`config.mk`:
```
export PLATFORM = sky130hd
export DESIGN_NAME = matrix_op_sequencer
export DESIGN_NICKNAME = d
export VERILOG_FILES = /design/src/rtl/matrix_pkg.sv /design/src/rtl/matrix_op_sequencer_row_reg.sv /design/src/rtl/matrix_op_sequencer.sv
export SDC_FILE = /design/constraint.sdc
export NUM_CORES = 2
export LEC_CHECK = 0
export BUFFER_PORTS_ARGS = -buffer_cell sky130_fd_sc_hd__buf_2
export CORE_AREA = 2 2 284 286
export DETAILED_ROUTE_END_ITERATION = 6
export DIE_AREA = 0 0 286 288
export PLACE_DENSITY = 0.77
export SYNTH_ARGS = -nofsm -noshare
export SYNTH_HDL_FRONTEND = slang
export SYNTH_SLANG_ARGS = --single-unit
```
`constraint.sdc`:
```
create_clock -name clk -period 4.1 [get_ports clk]
set_input_delay 0.41 -clock clk [delete_from_list [all_inputs] [get_ports clk]]
set_output_delay 0.41 -clock clk [all_outputs]
set_load 0.01 [all_outputs]
```
`src/rtl/matrix_pkg.sv`:
```
// Shared dimensions, opcodes and FSM state encoding for the matrix operation sequencer.
package matrix_pkg;

  localparam int unsigned DIM    = 5;
  localparam int unsigned ELEM_W = 8;
  localparam int unsigned ROW_W  = DIM * ELEM_W;
  localparam int unsigned MAT_W  = DIM * ROW_W;

  localparam logic [2:0] OP_ADD = 3'd0;
  localparam logic [2:0] OP_SUB = 3'd1;
  localparam logic [2:0] OP_MUL = 3'd2;
  localparam logic [2:0] OP_TRN = 3'd3;
  localparam logic [2:0] OP_NEG = 3'd4;

  typedef enum logic [2:0] {
    ST_IDLE,
    ST_LOAD_A,
    ST_LOAD_B,
    ST_DRAIN,
    ST_EXEC,
    ST_WAIT_ULA,
    ST_STORE,
    ST_DONE
  } state_t;

  function automatic logic op_legal(input logic [2:0] op);
    return op <= OP_NEG;
  endfunction

  function automatic logic op_binary(input logic [2:0] op);
    return op <= OP_MUL;
  endfunction

endpackage

```
`src/rtl/matrix_op_sequencer_row_reg.sv`:
```
// matrix_row_reg: full-matrix register with a row-indexed write port, a whole-matrix load and a clear.
module matrix_row_reg #(
  parameter int unsigned ROWS  = matrix_pkg::DIM,
  parameter int unsigned RW    = matrix_pkg::ROW_W,
  parameter int unsigned IDX_W = $clog2(matrix_pkg::DIM + 1)
) (
  input  logic                 clk,
  input  logic                 clr,
  input  logic                 wr_en,
  input  logic [IDX_W-1:0]     wr_row,
  input  logic [RW-1:0]        wr_data,
  input  logic                 ld_en,
  input  logic [ROWS*RW-1:0]   ld_data,
  output logic [ROWS*RW-1:0]   q
);

  always_ff @(posedge clk) begin
    if (clr) begin
      q <= '0;
    end else if (ld_en) begin
      q <= ld_data;
    end else if (wr_en) begin
      q[RW*wr_row +: RW] <= wr_data;
    end
  end

endmodule

```
`src/rtl/matrix_op_sequencer.sv`:
```
// Sequences matrix row loads, a ULA operation and result row stores; MATRIX_SEQ_TIMEOUT_EN adds a WAIT_ULA watchdog.
module matrix_op_sequencer #(
  parameter int unsigned DIM    = matrix_pkg::DIM,
  parameter int unsigned ELEM_W = matrix_pkg::ELEM_W,
  parameter int unsigned ADDR_W = 9
) (
  input  logic                        clk,
  input  logic                        reset_n,
  input  logic                        start,
  input  logic [2:0]                  opcode,
  input  logic [ADDR_W-1:0]           base_a,
  input  logic [ADDR_W-1:0]           base_b,
  input  logic [ADDR_W-1:0]           base_c,
  output logic                        busy,
  output logic                        done,
  output logic                        error,
  output logic                        mem_rd_en,
  output logic                        mem_wr_en,
  output logic [ADDR_W-1:0]           mem_addr,
  input  logic [DIM*ELEM_W-1:0]       mem_rd_data,
  output logic [DIM*ELEM_W-1:0]       mem_wr_data,
  output logic [2:0]                  ula_op,
  output logic                        ula_start,
  output logic [DIM*DIM*ELEM_W-1:0]   ula_a,
  output logic [DIM*DIM*ELEM_W-1:0]   ula_b,
  input  logic [DIM*DIM*ELEM_W-1:0]   ula_result,
  input  logic                        ula_done
);

  localparam int unsigned RW    = DIM * ELEM_W;
  localparam int unsigned MW    = DIM * RW;
  localparam int unsigned CNT_W = $clog2(DIM + 1);
  localparam logic [CNT_W-1:0] LAST_ROW = CNT_W'(DIM - 1);

  matrix_pkg::state_t state, state_n;
  logic [CNT_W-1:0]  cnt, cnt_n;
  logic [2:0]        op_q, op_n;
  logic [ADDR_W-1:0] ba_q, bb_q, bc_q, ba_n, bb_n, bc_n;
  logic              busy_n, done_n, err_n, rd_n, wr_n, ustart_n;
  logic [ADDR_W-1:0] addr_n;
  logic [RW-1:0]     wdata_n;
  logic [MW-1:0]     res_q, res_src;

  // Read data returns one cycle after the read strobe; these track where it lands.
  logic              rd_pend;
  logic [CNT_W-1:0]  rd_row;
  logic              rd_sel_b;

`ifdef MATRIX_SEQ_TIMEOUT_EN
  logic [7:0] wdog, wdog_n;
`endif

  assign ula_op = op_q;

  always_ff @(posedge clk) begin
    if (!reset_n) begin
      state       <= matrix_pkg::ST_IDLE;
      cnt         <= '0;
      op_q        <= '0;
      ba_q        <= '0;
      bb_q        <= '0;
      bc_q        <= '0;
      busy        <= 1'b0;
      done        <= 1'b0;
      error       <= 1'b0;
      mem_rd_en   <= 1'b0;
      mem_wr_en   <= 1'b0;
      ula_start   <= 1'b0;
      mem_addr    <= '0;
      mem_wr_data <= '0;
      rd_pend     <= 1'b0;
      rd_row      <= '0;
      rd_sel_b    <= 1'b0;
`ifdef MATRIX_SEQ_TIMEOUT_EN
      wdog        <= '0;
`endif
    end else begin
      state       <= state_n;
      cnt         <= cnt_n;
      op_q        <= op_n;
      ba_q        <= ba_n;
      bb_q        <= bb_n;
      bc_q        <= bc_n;
      busy        <= busy_n;
      done        <= done_n;
      error       <= err_n;
      mem_rd_en   <= rd_n;
      mem_wr_en   <= wr_n;
      ula_start   <= ustart_n;
      mem_addr    <= addr_n;
      mem_wr_data <= wdata_n;
      rd_pend     <= mem_rd_en;
      rd_row      <= cnt;
      rd_sel_b    <= (state == matrix_pkg::ST_LOAD_B);
`ifdef MATRIX_SEQ_TIMEOUT_EN
      wdog        <= wdog_n;
`endif
    end
  end

  // Outputs are registered from the next-state decode so they line up with the state they belong to.
  always_comb begin
    state_n = state;
    cnt_n   = cnt;
    op_n    = op_q;
    ba_n    = ba_q;
    bb_n    = bb_q;
    bc_n    = bc_q;
    err_n   = 1'b0;
`ifdef MATRIX_SEQ_TIMEOUT_EN
    wdog_n  = wdog;
`endif
    res_src = (state == matrix_pkg::ST_WAIT_ULA) ? ula_result : res_q;

    case (state)
      matrix_pkg::ST_IDLE: begin
        if (start) begin
          if (matrix_pkg::op_legal(opcode)) begin
            op_n    = opcode;
            ba_n    = base_a;
            bb_n    = base_b;
            bc_n    = base_c;
            cnt_n   = '0;
            state_n = matrix_pkg::ST_LOAD_A;
          end else begin
            err_n = 1'b1;
          end
        end
      end
      matrix_pkg::ST_LOAD_A: begin
        if (cnt == LAST_ROW) begin
          cnt_n   = '0;
          state_n = matrix_pkg::op_binary(op_q) ? matrix_pkg::ST_LOAD_B : matrix_pkg::ST_DRAIN;
        end else begin
          cnt_n = cnt + CNT_W'(1);
        end
      end
      matrix_pkg::ST_LOAD_B: begin
        if (cnt == LAST_ROW) begin
          cnt_n   = '0;
          state_n = matrix_pkg::ST_DRAIN;
        end else begin
          cnt_n = cnt + CNT_W'(1);
        end
      end
      matrix_pkg::ST_DRAIN: state_n = matrix_pkg::ST_EXEC;
      matrix_pkg::ST_EXEC: begin
        state_n = matrix_pkg::ST_WAIT_ULA;
`ifdef MATRIX_SEQ_TIMEOUT_EN
        wdog_n  = '0;
`endif
      end
      matrix_pkg::ST_WAIT_ULA: begin
        if (ula_done) begin
          cnt_n   = '0;
          state_n = matrix_pkg::ST_STORE;
`ifdef MATRIX_SEQ_TIMEOUT_EN
        end else if (wdog == 8'd254) begin
          err_n   = 1'b1;
          state_n = matrix_pkg::ST_IDLE;
        end else begin
          wdog_n = wdog + 8'd1;
`endif
        end
      end
      matrix_pkg::ST_STORE: begin
        if (cnt == LAST_ROW) begin
          cnt_n   = '0;
          state_n = matrix_pkg::ST_DONE;
        end else begin
          cnt_n = cnt + CNT_W'(1);
        end
      end
      matrix_pkg::ST_DONE: state_n = matrix_pkg::ST_IDLE;
      default:             state_n = matrix_pkg::ST_IDLE;
    endcase

    busy_n   = (state_n != matrix_pkg::ST_IDLE);
    done_n   = (state_n == matrix_pkg::ST_DONE);
    rd_n     = (state_n == matrix_pkg::ST_LOAD_A) || (state_n == matrix_pkg::ST_LOAD_B);
    wr_n     = (state_n == matrix_pkg::ST_STORE);
    ustart_n = (state_n == matrix_pkg::ST_EXEC);
    addr_n   = '0;
    wdata_n  = '0;
    if (state_n == matrix_pkg::ST_LOAD_A) begin
      addr_n = ba_n + ADDR_W'(cnt_n);
    end else if (state_n == matrix_pkg::ST_LOAD_B) begin
      addr_n = bb_n + ADDR_W'(cnt_n);
    end else if (state_n == matrix_pkg::ST_STORE) begin
      addr_n  = bc_n + ADDR_W'(cnt_n);
      wdata_n = res_src[RW*cnt_n +: RW];
    end
  end

  matrix_row_reg #(.ROWS(DIM), .RW(RW), .IDX_W(CNT_W)) u_reg_a (
    .clk     (clk),
    .clr     (!reset_n),
    .wr_en   (rd_pend && !rd_sel_b),
    .wr_row  (rd_row),
    .wr_data (mem_rd_data),
    .ld_en   (1'b0),
    .ld_data ('0),
    .q       (ula_a)
  );

  matrix_row_reg #(.ROWS(DIM), .RW(RW), .IDX_W(CNT_W)) u_reg_b (
    .clk     (clk),
    .clr     (!reset_n),
    .wr_en   (rd_pend && rd_sel_b),
    .wr_row  (rd_row),
    .wr_data (mem_rd_data),
    .ld_en   (1'b0),
    .ld_data ('0),
    .q       (ula_b)
  );

  matrix_row_reg #(.ROWS(DIM), .RW(RW), .IDX_W(CNT_W)) u_reg_res (
    .clk     (clk),
    .clr     (!reset_n),
    .wr_en   (1'b0),
    .wr_row  ('0),
    .wr_data ('0),
    .ld_en   ((state == matrix_pkg::ST_WAIT_ULA) && ula_done),
    .ld_data (ula_result),
    .q       (res_q)
  );

endmodule

```
# After elaboration in Yosys (flattened, before gate mapping)
# Cells that the tools add are included.
word_totals:
  wordCells: 87
  regBits: 696
  in_bits: 274
op_classes:
  n_eq_ne: 13
  shift: 3
  n_mux: 29
  mul: 2
  bitwise_logic: 2
  n_reduce_logical: 11
  order_cmp: 2
  add_sub_neg: 5
ops:
  columns: ["operator", "n"]
  rows:
  - ["200-bit bitwise mux", 2]
  - ["200-bit 2-to-1 mux", 1]
  - ["40-bit by 34-bit variable shift with 200-bit output (first input constant)", 1]
  - ["200-bit by 10-bit variable part select with 40-bit output", 1]
  - ["40-bit by 34-bit variable part select with 200-bit output", 1]
  - ["9-bit 2-to-1 mux", 12]
  - ["9-bit negator with 34-bit output", 1]
  - ["3-bit 2-to-1 mux", 10]
  - ["9-bit by 3-bit adder with 9-bit output", 3]
  - ["3-bit == test (second input constant)", 8]
  - ["3-bit case mux with 8 select lines", 1]
  - ["3-bit by 3-bit multiplier with 6-bit output (first input constant)", 2]
  - ["3-bit by 2-bit == test with 1-bit output (second input constant)", 3]
  - ["3-bit case mux with 3 select lines", 1]
  - ["3-bit by 1-bit == test with 1-bit output (second input constant)", 2]
  - ["3-bit AND reduction", 2]
  - ["4-bit OR reduction", 1]
  - ["3-bit by 1-bit adder with 3-bit output (second input constant)", 1]
  - ["3-bit by 2-bit <= comparator with 1-bit output (second input constant)", 1]
  - ["3-bit <= comparator (second input constant)", 1]
  - ["1-bit logical AND", 3]
  - ["3-bit zero test", 1]
  - ["3-bit nonzero test", 1]
  - ["3-bit OR reduction", 1]
  - ["other kinds (4)", 6]

# Logic depth before layout (Yosys ltp)
depth:
  depth_word: 8
  ltp_mapped: 17
  ltp_nobuf: 13

# Cells and area by module
# From an unflattened synthesis, not the netlist that was laid out.
hier_totals:
  cells_unflattened: 5010
  hier_area_um2: 42091.6
modules_own_cells:
  columns: ["mod", "n_inst", "cells_per_inst", "seq_area_each_um2", "area_per_inst_um2"]
  rows:
  - ["matrix_row_reg (u_reg_a ...)", 2, 1376, 4003.8, 11624.9]
  - ["matrix_row_reg (u_reg_res)", 1, 1343, 4003.8, 11603.6]
  - ["matrix_op_sequencer", 1, 915, 1921.8, 7238.2]

# Least setup slack after synthesis
# No wires, ideal clock.
synth_path:
  path_type: "reg2reg"
  start: "register state[0]"
  end: "register mem_addr[6]"
  t_arrival_ns: 3.660
  n_path_buf: 4
  period_less_slack_ns: 3.780
  slack_ns: 0.320
  stages_incl_launch_ff: 18
  t_required_ns: 3.980
  path_cell_list: "dfxtp_1 buf_2 or4b_1 clkbuf_1 nor2_2 clkbuf_1 clkbuf_1 nand2_1 nand2_1 ha_1 inv_1 fa_1 nor2b_1 o2111ai_1 xnor2_1 nor2_1 a211oi_1 o31a_1"
synth_via:
  elab_cells_between_ends: 29
  classes_between: "add/sub: 3; eq/ne: 10; mux: 14; reduce/logical: 2"
synth_rtl:
  columns: ["item", "line", "source"]
  rows:
  - ["from (decl)", "matrix_op_sequencer.sv:35", "matrix_pkg::state_t state, state_n;"]
  - ["from (signal assigned)", "matrix_op_sequencer.sv:57", "state <= matrix_pkg::ST_IDLE;"]
  - ["from (signal assigned)", "matrix_op_sequencer.sv:78", "state <= state_n;"]
  - ["3-bit zero test", "matrix_op_sequencer.sv:115", "case (state)"]
  - ["9-bit 2-to-1 mux", "matrix_op_sequencer.sv:115", null]
  - ["via bc_n[0]", "matrix_op_sequencer.sv:38", "logic [ADDR_W-1:0] ba_q, bb_q, bc_q, ba_n, bb_n, bc_n;"]
  - ["9-bit by 3-bit adder with 9-bit output", "matrix_op_sequencer.sv:190", "addr_n = bc_n + ADDR_W'(cnt_n);"]
  - ["9-bit 2-to-1 mux", "matrix_op_sequencer.sv:189", "end else if (state_n == matrix_pkg::ST_STORE) begin"]
  - ["9-bit 2-to-1 mux", "matrix_op_sequencer.sv:187", "end else if (state_n == matrix_pkg::ST_LOAD_B) begin"]
  - ["9-bit 2-to-1 mux", "matrix_op_sequencer.sv:185", "if (state_n == matrix_pkg::ST_LOAD_A) begin"]
  - ["to (signal assigned)", "matrix_op_sequencer.sv:90", "mem_addr <= addr_n;"]
  - ["to (decl)", "matrix_op_sequencer.sv:19", "output logic [ADDR_W-1:0] mem_addr,"]
# The timed path passes the listed nets, and every way through them passes these cells.
# A chain may end at the register's enable or synchronous reset.

# Final worst setup path
layout_path:
  start: "register rd_row[0]"
  end: "register u_reg_a.q[119]"
layout_via:
  elab_chain_len: 4
  elab_cells_between_ends: 5
  classes_between: "add/sub: 1; mul: 1; shift: 2; mux: 1"
layout_lines:
  columns: ["item", "line", "source"]
  rows:
  - ["from (decl)", "matrix_op_sequencer.sv:46", "logic [CNT_W-1:0] rd_row;"]
  - ["from (signal assigned)", "matrix_op_sequencer.sv:93", "rd_row <= cnt;"]
  - ["3-bit by 3-bit multiplier with 6-bit output (*)", "matrix_op_sequencer_row_reg.sv:23", "q[RW*wr_row +: RW] <= wr_data;"]
  - ["9-bit negator with 34-bit output (*)", "matrix_op_sequencer_row_reg.sv:23", null]
  - ["40-bit by 34-bit variable part select with 200-bit output / 40-bit by 34-bit variable shift with 200-bit output (equally long branches)", "matrix_op_sequencer_row_reg.sv:23", null]
  - ["200-bit bitwise mux (*)", "matrix_op_sequencer_row_reg.sv:23", null]
  - ["to (signal assigned)", "matrix_op_sequencer_row_reg.sv:21", "q <= ld_data;"]
  - ["to (signal, indexed assignment)", "matrix_op_sequencer_row_reg.sv:23", null]
  - ["to (decl)", "matrix_op_sequencer_row_reg.sv:14", "output logic [ROWS*RW-1:0] q"]
# Mark *: on every way between the ends. The rest lies on a longest branch, timed or not.

==> metrics.txt <==
RSZ-0062 raised after global routing no; Max-Cap Viols 0; Primary FF master, synth dfxtp_1; Post-DP HPWL 93.44 mm; H-tree depth 3; worst hold start ula_result[30]; Yosys reg bits 696; storage element area between 10000 and 15000 µm²; # setup viols final 0; gr usage total 0.2954; Synth area leader dfxtp_1; PwrDens roughly 390 nW/µm²; final WL ~130 mm; Final Util 0.5011; Tmin final 4.009 ns; critical path peak fanout 9; initial antenna violation count 39; Clock transition at path regs ~0.080 ns; clk root buf clkbuf_16; Leak 16.25 nW; final worst setup slack a little over 0.09 ns; Die Height 288 µm; starting density of the core 0.4068; deepest clock path buffer count 3; crit start category register; pin count of the biggest net entering global routing 230; hold depth 3; sequential fraction of the synthesis area 0.4301; Ports 732; Crit Reg-Reg Startpoint rd_row[0]; CTS tree built; Inst Count DP 5487; via/cell ratio 5.793; HP Class in -> reg; TritonRoute pass-1 iters 7; DRC viols 0; Worst EP arrival 4.50 ns; post-synthesis async set-or-reset flop share 0; Pint 11.33 mW; worst vdd ir 0.3127 mV; gr ovfl total 0; share of layout cells above drive strength 1 0.2462; Post-CTS Hold Buffers 14; Post-synth top cells nand2_1, dfxtp_1, a21oi_1; syn nets 4203; DR vias ~33000; hold_ws 0.02924 ns; vias in the first global route 29840; Post-CTS Resized 0; status finished, final reports clean; pre-CTS WS ~0.33 ns; core box area between 70000 and 80000 µm²; Cell Rows 104; DR WL/cell 22.79 µm; Crit Path Category reg -> reg; Final nets 4817; Fin. Hold Viols 0; post-synth cell types 85; CTS Buf Count slightly below 80; Sw Share 0.2662; Yosys warning count 0; First DRT Iteration DRCs between 3000 and 4000; reg2reg setup slack approximately 0.091 ns; full die area slightly above 80000 µm²; reg-to-reg endpoint u_reg_a.q[119]; first-pass GRT wire length 187.7 mm; most common cell in the netlist nand2_1; clk_skew 0.03850 ns; # fillers 7484; worst reg-to-reg path cell count 10; insertion delay to the later sink of the worst-skew pair 0.64 ns; post-CTS setup buffer count 0; die width 286 µm; fmax 249.5 MHz; port bufs around 730; syn_area_per_cell 8.294 µm²; Comb power frac 0.101; Seq pwr share 0.443; Hold Path End u_reg_res.q[30]; routability cong. 1.006; synthesized area 32400 µm²; synth top area cells dfxtp_1, nand2_1, mux2i_1; Worst slew margin 0.2018; measured slew at the worst slew-check pin 1.197 ns; switching power total 4.110 mW; top cell type's share of synthesized area 0.4301; multi-input logic area 17260 µm²; critical path capture point type register; Clock Power Share 0.456; Tcrit/Tclk final 0.9777; Detail Route Antenna Nets 0; number of synthesized flops with an enable pin 0; CTS sink cnt 696; Final Max Tran Viols 0; non-filler cells, final 5672; Mapped Cells approximately 4000; Area Growth Syn to Fin 23.17%; setup TNS 0 ns; Critical Path RT approximately 4.6 ns
## critical path, stage by stage, from the launching register on
cell	delay (ns)
dfxtp_2	0.34
ha_1	0.20
ha_1	0.29
or4_1	0.58
nor2_1	0.16
ha_1	0.32
inv_1	0.22
nor2_1	0.71
nand3_1	0.65
mux2i_1	0.35
nor2_1	0.05
## cell type report
type / count / area share
multi-input cells: 2875 / 0.4325
well taps: 1060 / 0.03324
repair buffers: 844 / 0.1165
flip-flops and latches: 696 / 0.3493
inverters: 26 / 0.002634
clock inverters: 23 / 0.007902
diodes: 35 / 0.002195
clock buffers: 113 / 0.05572
## flip-flops by register name, summed over array words and instances, names as in the netlist
name	count
u_reg_b.q	200
u_reg_a.q	200
ula_start	1
rd_pend	1
u_reg_res.q	200
ba_q	9
ula_op	3
state	3
cnt	3
busy	1
mem_wr_en	1
done	1
mem_wr_data	40
bb_q	9
rd_row	3
mem_rd_en	1
rd_sel_b	1
mem_addr	9
bc_q	9
error	1
## worst max path at each step
stage,start,end,cells past startpoint
after floorplan,state[0],mem_addr[6],17
after global placement,start,mem_addr[8],14
after detailed placement,rd_row[0],u_reg_a.q[119],10
after CTS,rd_row[0],u_reg_b.q[119],10
after global routing,rd_row[0],u_reg_b.q[119],10
final,rd_row[0],u_reg_a.q[119],10
## cell families after synthesis
group                      count (synthesis)  share of synthesized area
AOI/OAI and AO/OA                        840                     0.1641
xor gates and xnor gates                  31                   0.008844
adders and majority gates                 23                   0.009578
buffers and inverters                    335                    0.04090
DFF                                      696                     0.4301
muxes                                    424                     0.1391
and+or+nand+nor                         1557                     0.2074
## per-layer routing
layer	part of all wire	up-vias	wire, µm	global-route usage
li1	-	14980	-	-
met1	0.39	15520	50030	0.3717
met2	0.44	1914	56990	0.4522
met3	0.12	432	15180	0.09889
met4	0.054	16	6980	0.1454
met5	0.00077	-	99	0
## power by group through the flow
stage	registers, mW	logic (mW)	clock network [mW]
floorplan	6.99	0.821	0
global placement	6.99	1.48	0
detailed placement	6.99	1.49	0
CTS	6.84	1.51	7.12
global route	6.84	1.64	7.38
finish	6.84	1.56	7.04
## layout by cell type (no fill, tap or decap), types with 17 or more instances in the layout
master     count
diode_2       35
a211oi_1      31
o22ai_1       33
o21ai_0      141
dfxtp_1      694
nand4_1       17
clkbuf_1      21
and2_1        20
inv_1         23
clkbuf_16     78
mux2i_1      313
a21oi_1      359
mux2_2       100
nand3_1      248
o2111ai_1     72
buf_2        730
o211ai_1      45
ha_1          19
nor2_1       266
buf_4         91
nand2_1      847
nor3_1        54
## stage by stage
step / power (mW) / instance area (µm²)
after floorplan: 7.816 / 32400
after global placement: 8.466 / 37140
after detailed placement: 8.476 / 37140
after CTS: 15.46 / 39820
after global routing: 15.86 / 39880
final: 15.44 / 39900
Note: power is estimated with default switching activity, not from simulation.
